## config.mk

```make
export PLATFORM = sky130hd
export DESIGN_NAME = pipe_sequencer_flat
export DESIGN_NICKNAME = d
export VERILOG_FILES = /design/src/rtl/pipe_pkg.sv /design/src/rtl/pipe_sequencer_if.sv /design/src/rtl/pipe_sequencer_sat_counter16.sv /design/src/rtl/pipe_sequencer.sv /design/src/flat_wrapper.sv
export SDC_FILE = /design/constraint.sdc
export NUM_CORES = 1
export LEC_CHECK = 0
export BUFFER_PORTS_ARGS = -buffer_cell sky130_fd_sc_hd__buf_2
export CELL_PAD_IN_SITES_DETAIL_PLACEMENT = 1
export CELL_PAD_IN_SITES_GLOBAL_PLACEMENT = 1
export CORE_MARGIN = 8
export CORE_UTILIZATION = 42
export CTS_BUF_LIST = sky130_fd_sc_hd__clkbuf_4 sky130_fd_sc_hd__clkbuf_8
export DETAILED_ROUTE_END_ITERATION = 6
export PLACE_DENSITY_LB_ADDON = 0.2
export REMOVE_ABC_BUFFERS = 1
export SLEW_MARGIN = 30
export SYNTH_ARGS = -nofsm -noshare
export SYNTH_HDL_FRONTEND = slang
export SYNTH_SLANG_ARGS = --single-unit
```

## constraint.sdc

```tcl
create_clock -name clk -period 3.4 [get_ports clk]
set_input_delay 0.17 -clock clk [delete_from_list [all_inputs] [get_ports clk]]
set_output_delay 0.17 -clock clk [all_outputs]
set_load 0.005 [all_outputs]
```

## src/rtl/pipe_pkg.sv

```systemverilog
// Shared definitions for the 16-bit RISC pipeline: sequencer states, special
// instructions, opcodes and instruction field positions.
package pipe_pkg;

  typedef enum logic [1:0] {
    ST_IDLE,
    ST_RUN,
    ST_DRAIN,
    ST_HALTED
  } state_t;

  localparam logic [15:0] NOP  = 16'h0000;
  localparam logic [15:0] HALT = 16'h3FFF;

  localparam logic [1:0] OP_ALU1 = 2'b01;
  localparam logic [1:0] OP_ALU2 = 2'b10;
  localparam logic [1:0] OP_BR   = 2'b11;

  localparam int unsigned OPC_MSB = 15;
  localparam int unsigned OPC_LSB = 14;
  localparam int unsigned RS1_MSB = 13;
  localparam int unsigned RS1_LSB = 11;
  localparam int unsigned RS2_MSB = 10;
  localparam int unsigned RS2_LSB = 8;
  localparam int unsigned RD_MSB  = 7;
  localparam int unsigned RD_LSB  = 5;
  localparam int unsigned TGT_MSB = 7;
  localparam int unsigned TGT_LSB = 0;

  function automatic logic [1:0] opcode(input logic [15:0] ir);
    return ir[OPC_MSB:OPC_LSB];
  endfunction

endpackage

```

## src/rtl/pipe_sequencer_if.sv

```systemverilog
// Instruction-memory and hazard-controller bus of the pipe sequencer.
interface pipe_sequencer_if #(
  parameter int unsigned PC_W = 8
) ();
  logic [PC_W-1:0] imem_addr;
  logic [15:0]     imem_data;
  logic            dhazard;
  logic            chazard;
  logic [15:0]     ifir;
  logic [15:0]     idir;
  logic [15:0]     exir;

  modport master (
    output imem_addr, ifir, idir, exir,
    input  imem_data, dhazard, chazard
  );

  modport slave (
    input  imem_addr, ifir, idir, exir,
    output imem_data, dhazard, chazard
  );
endinterface

```

## src/rtl/pipe_sequencer_sat_counter16.sv

```systemverilog
// 16-bit event counter with synchronous clear that sticks at 16'hFFFF.
module sat_counter16 (
  input  logic        clk,
  input  logic        rst,
  input  logic        en,
  input  logic        clr,
  output logic [15:0] cnt
);
  always_ff @(posedge clk or posedge rst) begin
    if (rst)                  cnt <= '0;
    else if (clr)             cnt <= '0;
    else if (en && cnt != '1) cnt <= cnt + 16'd1;
  end
endmodule

```

## src/rtl/pipe_sequencer.sv

```systemverilog
// Program counter, IF/ID/EX instruction registers and start/halt/drain
// lifecycle for the 16-bit RISC pipeline, with stall/flush statistics.
module pipe_sequencer #(
  parameter int unsigned PC_W = 8,
  parameter logic [15:0] NOP  = pipe_pkg::NOP,
  parameter logic [15:0] HALT = pipe_pkg::HALT
) (
  input  logic            clk,
  input  logic            rst,
  input  logic            start,
  input  logic [PC_W-1:0] start_pc,
  pipe_sequencer_if.master bus,
  output logic            busy,
  output logic            done,
  output logic [15:0]     stall_cnt,
  output logic [15:0]     flush_cnt
);
  import pipe_pkg::*;

  state_t          state;
  logic [PC_W-1:0] pc;
  logic [15:0]     ifir, idir, exir;
  logic            drain_cnt;
  logic            start_ok;
  logic            stall_en;
  logic            flush_en;

  assign start_ok = start && (state == ST_IDLE || state == ST_HALTED);
  assign stall_en = (state == ST_RUN) && bus.dhazard;
  assign flush_en = (state == ST_RUN) && !bus.dhazard && bus.chazard;

  assign bus.imem_addr = pc;
  assign bus.ifir      = ifir;
  assign bus.idir      = idir;
  assign bus.exir      = exir;

  always_ff @(posedge clk or posedge rst) begin
    if (rst) begin
      state     <= ST_IDLE;
      pc        <= '0;
      ifir      <= NOP;
      idir      <= NOP;
      exir      <= NOP;
      drain_cnt <= 1'b0;
      busy      <= 1'b0;
      done      <= 1'b0;
    end else begin
      case (state)
        ST_IDLE, ST_HALTED: begin
          if (start_ok) begin
            state <= ST_RUN;
            pc    <= start_pc;
            ifir  <= NOP;
            idir  <= NOP;
            exir  <= NOP;
            busy  <= 1'b1;
            done  <= 1'b0;
          end
        end
        ST_RUN: begin
          if (bus.dhazard) begin
            idir <= NOP;
            exir <= idir;
          end else if (bus.chazard) begin
            // Absolute branch target comes from the branch sitting in IF.
            pc   <= ifir[PC_W-1:0];
            ifir <= NOP;
            idir <= ifir;
            exir <= idir;
          end else begin
            idir <= ifir;
            exir <= idir;
            if (bus.imem_data == HALT) begin
              ifir      <= NOP;
              state     <= ST_DRAIN;
              drain_cnt <= 1'b0;
            end else begin
              ifir <= bus.imem_data;
              pc   <= pc + 1'b1;
            end
          end
        end
        ST_DRAIN: begin
          ifir <= NOP;
          idir <= NOP;
          exir <= idir;
          if (drain_cnt) begin
            state <= ST_HALTED;
            busy  <= 1'b0;
            done  <= 1'b1;
          end else begin
            drain_cnt <= 1'b1;
          end
        end
        default: state <= ST_IDLE;
      endcase
    end
  end

  sat_counter16 u_stall_cnt (
    .clk (clk),
    .rst (rst),
    .en  (stall_en),
    .clr (start_ok),
    .cnt (stall_cnt)
  );

  sat_counter16 u_flush_cnt (
    .clk (clk),
    .rst (rst),
    .en  (flush_en),
    .clr (start_ok),
    .cnt (flush_cnt)
  );

endmodule

```

## src/flat_wrapper.sv

```systemverilog
// flat-port wrapper written by rule: the top's interface ports become plain ports
module pipe_sequencer_flat import pipe_pkg::*;
#(
  parameter int unsigned PC_W = 8,
  parameter logic [15:0] NOP  = pipe_pkg::NOP,
  parameter logic [15:0] HALT = pipe_pkg::HALT
)
  (clk, rst, start, start_pc, busy, done, stall_cnt, flush_cnt, bus_imem_addr, bus_ifir, bus_idir, bus_exir, bus_imem_data, bus_dhazard, bus_chazard);
  pipe_sequencer_if #(.PC_W(PC_W)) bus_i ();
  input  logic clk;
  input  logic rst;
  input  logic start;
  input  logic [PC_W-1:0] start_pc;
  output logic busy;
  output logic done;
  output logic [15:0] stall_cnt;
  output logic [15:0] flush_cnt;
  output wire logic [$bits(bus_i.imem_addr)-1:0] bus_imem_addr;
  output wire logic [$bits(bus_i.ifir)-1:0] bus_ifir;
  output wire logic [$bits(bus_i.idir)-1:0] bus_idir;
  output wire logic [$bits(bus_i.exir)-1:0] bus_exir;
  input wire logic [$bits(bus_i.imem_data)-1:0] bus_imem_data;
  input wire logic [$bits(bus_i.dhazard)-1:0] bus_dhazard;
  input wire logic [$bits(bus_i.chazard)-1:0] bus_chazard;
  assign bus_imem_addr = bus_i.imem_addr;
  assign bus_ifir = bus_i.ifir;
  assign bus_idir = bus_i.idir;
  assign bus_exir = bus_i.exir;
  assign bus_i.imem_data = bus_imem_data;
  assign bus_i.dhazard = bus_dhazard;
  assign bus_i.chazard = bus_chazard;
  pipe_sequencer #(.PC_W(PC_W), .NOP(NOP), .HALT(HALT)) u_core (.clk(clk), .rst(rst), .start(start), .start_pc(start_pc), .bus(bus_i), .busy(busy), .done(done), .stall_cnt(stall_cnt), .flush_cnt(flush_cnt));
endmodule
```

==> flow_summary.yaml <==
status:
  outcome: "finished clean"
clock_network:
  cts_tree: "yes"
  clock-root-buffer: "clkbuf_8"
  cts-resized-gates: 0
  h-tree-depth: 3
  numCtsBuffers: 9
  clockBufferDepth: 2
  worstSkewPairLatency_ps: 380
  path_clk_slew_ps: 110
  clkSinkCount: 93
  cts_hold_buf: 2
  cts_setup_buffers: 0
timing:
  max_freq_ghz: 0.368
  setup_tns_ps: 0
  rsz0062_at_grt: "false"
  finalCritPeriodShare_pct: 79.9
  worstMarginPinSlew_ps: 953
  min_period_ps: 2720
  finalSetupViolations: 0
  slew_headroom_pct: 35.9
  hold_viol: 0
  slew_viol_final: 0
  hold_ws_ps: 21.3
  skew_ps: 16.2
global_route:
  use_met2_pct: 34.3
  grt_max_degree: 45
  track_usage_pct: 19.5
  met1_usage_pct: 23.2
  grt_pass1_vias: 4404
  top_usage_layer: "met2"
  grt_first_pass_wirelength_um: 22900
  gr-total-overflow: 0
  antenna_found_initial: 0
  use_met3_pct: 5.03
worst_setup_path:
  max_stage_delay_ps: 680
  crit_required_ps: 3660
  crit_chain: "inv_1 > ha_1 > nor2_1 > or3_1 > a21oi_2 > mux2_2"
  crit_family: "adder cells"
  worstSetupStartpointType: "register"
  path_class: "reg -> reg"
  r2r_cells: 6
  critPathBufInv: 1
  critical_path.max_fanout: 21
  cp_num_cells: 6
  crit_slowest_cell: "ha_1"
  arrival_ps: 2980
  crit_path_end_kind: "register"
power:
  total_power_mw: 3.87
  power_per_cell_area_mw_per_mm2: 685
  peakVddDrop_v: 0.000348
  p_sw_share_pct: 38.7
  comb_power_share_pct: 37.0
  leakagePower_nw: 2.77
  intPower_mw: 2.37
  switching_power_mw: 1.50
  p_seq_share_pct: 38.8
  p_clk_share_pct: 24.2
cells_and_area:
  finalNonFillerCells: 722
  final_common_cell: "buf_2"
  final_area_sq_mm: 0.00565
  final_cell_mix: "buf_2 (118), dfrtp_1 (93), nand2_1 (51), a22o_1 (31), o21ai_0 (26)"
  antenna_cells: 0
  fill_cells: 1272
  drive_gt1_share_pct: 26.8
  area_growth_pct: 21.4
  nets: 612
placed_design:
  post-dp-hpwl_um: 10300
  gp_congestion: 0.797
  port-buffer-count: 118
  dpl_cell_area_sq_mm: 0.00538
  dp.cells: 704
synth:
  synth_flop_cell: "dfrtp_1"
  yosysWarnings: 0
  synth-edff-count: 0
  ys_ff_latch: 93
  ys_seq_area_share_pct: 50.0
  synth_area_sq_mm: 0.00465
  syn_inst: 463
  synth.avg_cell_area_sq_um: 10.0
  synth_cell_types: 56
  async_flop_share_pct: 100
detailed_routing:
  final_antenna_net_count: 0
  firstDrtPassIters: 4
  routedWlPerCell_um: 19.5
  viasPerCell: 5.79
  drc: 0
  wirelength_um: 14100
  vias: 4181
  drt-initial-drc-count: 171
job:
  cap_viol_max_count: 0
floorplanning:
  ios: 119
  dieArea_sq_mm: 0.0147
  initial_core_util_pct: 42.9
  fp-row-count: 38
  core_area_sq_mm: 0.0108
  die_y_um: 121
  die_x_um: 121
min_path:
  hold_path_depth: 2
  hp-class: "in -> reg"
state kept, by name (all words and copies together), names as in the netlist:
name / cells
u_core.bus.exir: 16
u_core.bus.idir: 16
u_core.bus.ifir: 16
u_core.u_flush_cnt.cnt: 16
u_core.u_stall_cnt.cnt: 16
u_core.bus.imem_addr: 8
u_core.state: 2
u_core.busy: 1
u_core.done: 1
u_core.drain_cnt: 1
per-layer routing:
layer | wire [um] | part of all wire (%)
met5 | 0 | 0
met2 | 7120 | 51
met4 | 141 | 1.0
met3 | 663 | 4.7
met1 | 6140 | 44
final timing paths:
kind	from	end	slack, ps
min in group asynchronous	rst	u_core.bus.exir[10]$_DFFE_PP0P_	470
worst max register to register	u_core.state[0]$_DFFE_PP0P_	u_core.bus.imem_addr[3]$_DFFE_PP0P_	680
worst min-delay path	bus_imem_data[4]	u_core.bus.ifir[4]$_DFFE_PP0P_	20
worst max-delay path	u_core.state[0]$_DFFE_PP0P_	u_core.bus.imem_addr[3]$_DFFE_PP0P_	680
worst min register to register	u_core.bus.exir[14]$_DFFE_PP0P_	u_core.bus.exir[14]$_DFFE_PP0P_	500
max in group asynchronous	rst	u_core.u_stall_cnt.cnt[1]$_DFFE_PP0P_	2080
logic make-up (layout without fill, tap and decap cells):
logic type	Yosys count	in the layout	synth area share (%)
simple gates	167	167	19.4
compound gates	124	124	19.2
xor+xnor	3	3	0.565
fa+ha+maj	6	6	1.61
mux	21	21	4.71
flops	93	93	50.0
buf+inv	49	168	4.44
layout make-up:
cell class | instances | area (sq um) | area share [%]
Sequential cell | 93 | 2330 | 41.2
Multi-Input combinational cell | 321 | 2130 | 37.7
Timing Repair Buffer | 128 | 671 | 11.9
Tap cell | 140 | 175 | 3.10
Clock inverter | 7 | 129 | 2.28
Clock buffer | 9 | 124 | 2.19
Inverter | 24 | 91.3 | 1.62
power by group through the flow:
stage | Sequential, mW | Clock [mW] | Combinational, mW
finish | 1.50 | 0.937 | 1.43
global route | 1.53 | 1.01 | 1.59
global placement | 1.51 | 0 | 1.39
floorplan | 1.48 | 0 | 0.878
detailed placement | 1.52 | 0 | 1.45
CTS | 1.50 | 0.965 | 1.46
synthesized netlist by cell type (3+ instances only):
cell,instances,area [sq um]
a21oi_1,16,80.1
ha_1,6,75.1
o41ai_1,4,35.0
or4_1,7,52.6
nor2_1,16,60.1
nand3_1,17,85.1
inv_1,24,90.1
nor2b_1,3,18.8
nand4b_1,3,26.3
o31ai_1,3,22.5
o22a_1,3,26.3
mux2i_1,14,140
nand2b_1,12,75.1
a41oi_1,3,26.3
or3_1,6,37.5
and2_1,3,18.8
a211oi_1,7,52.6
a41o_1,5,50.1
clkbuf_1,15,56.3
a31oi_1,11,68.8
a22o_1,31,272
o21ai_0,26,130
buf_2,3,15.0
nand2_1,51,191
and3_1,10,62.6
dfrtp_1,93,2330
nor4_1,6,37.5
and4_1,7,61.3
nand4_1,13,81.3
nor3_1,5,25.0
mux2_2,7,78.8
through the flow:
step / setup WS [ps] / utilization (%)
after global placement: 857 / 49.6
after floorplan: -114 / -
after CTS: 671 / 52.1
after detailed placement: 700 / 49.6
final: 684 / 52.1
after global routing: 479 / 52.1
Power figures use the tool's default switching activity.
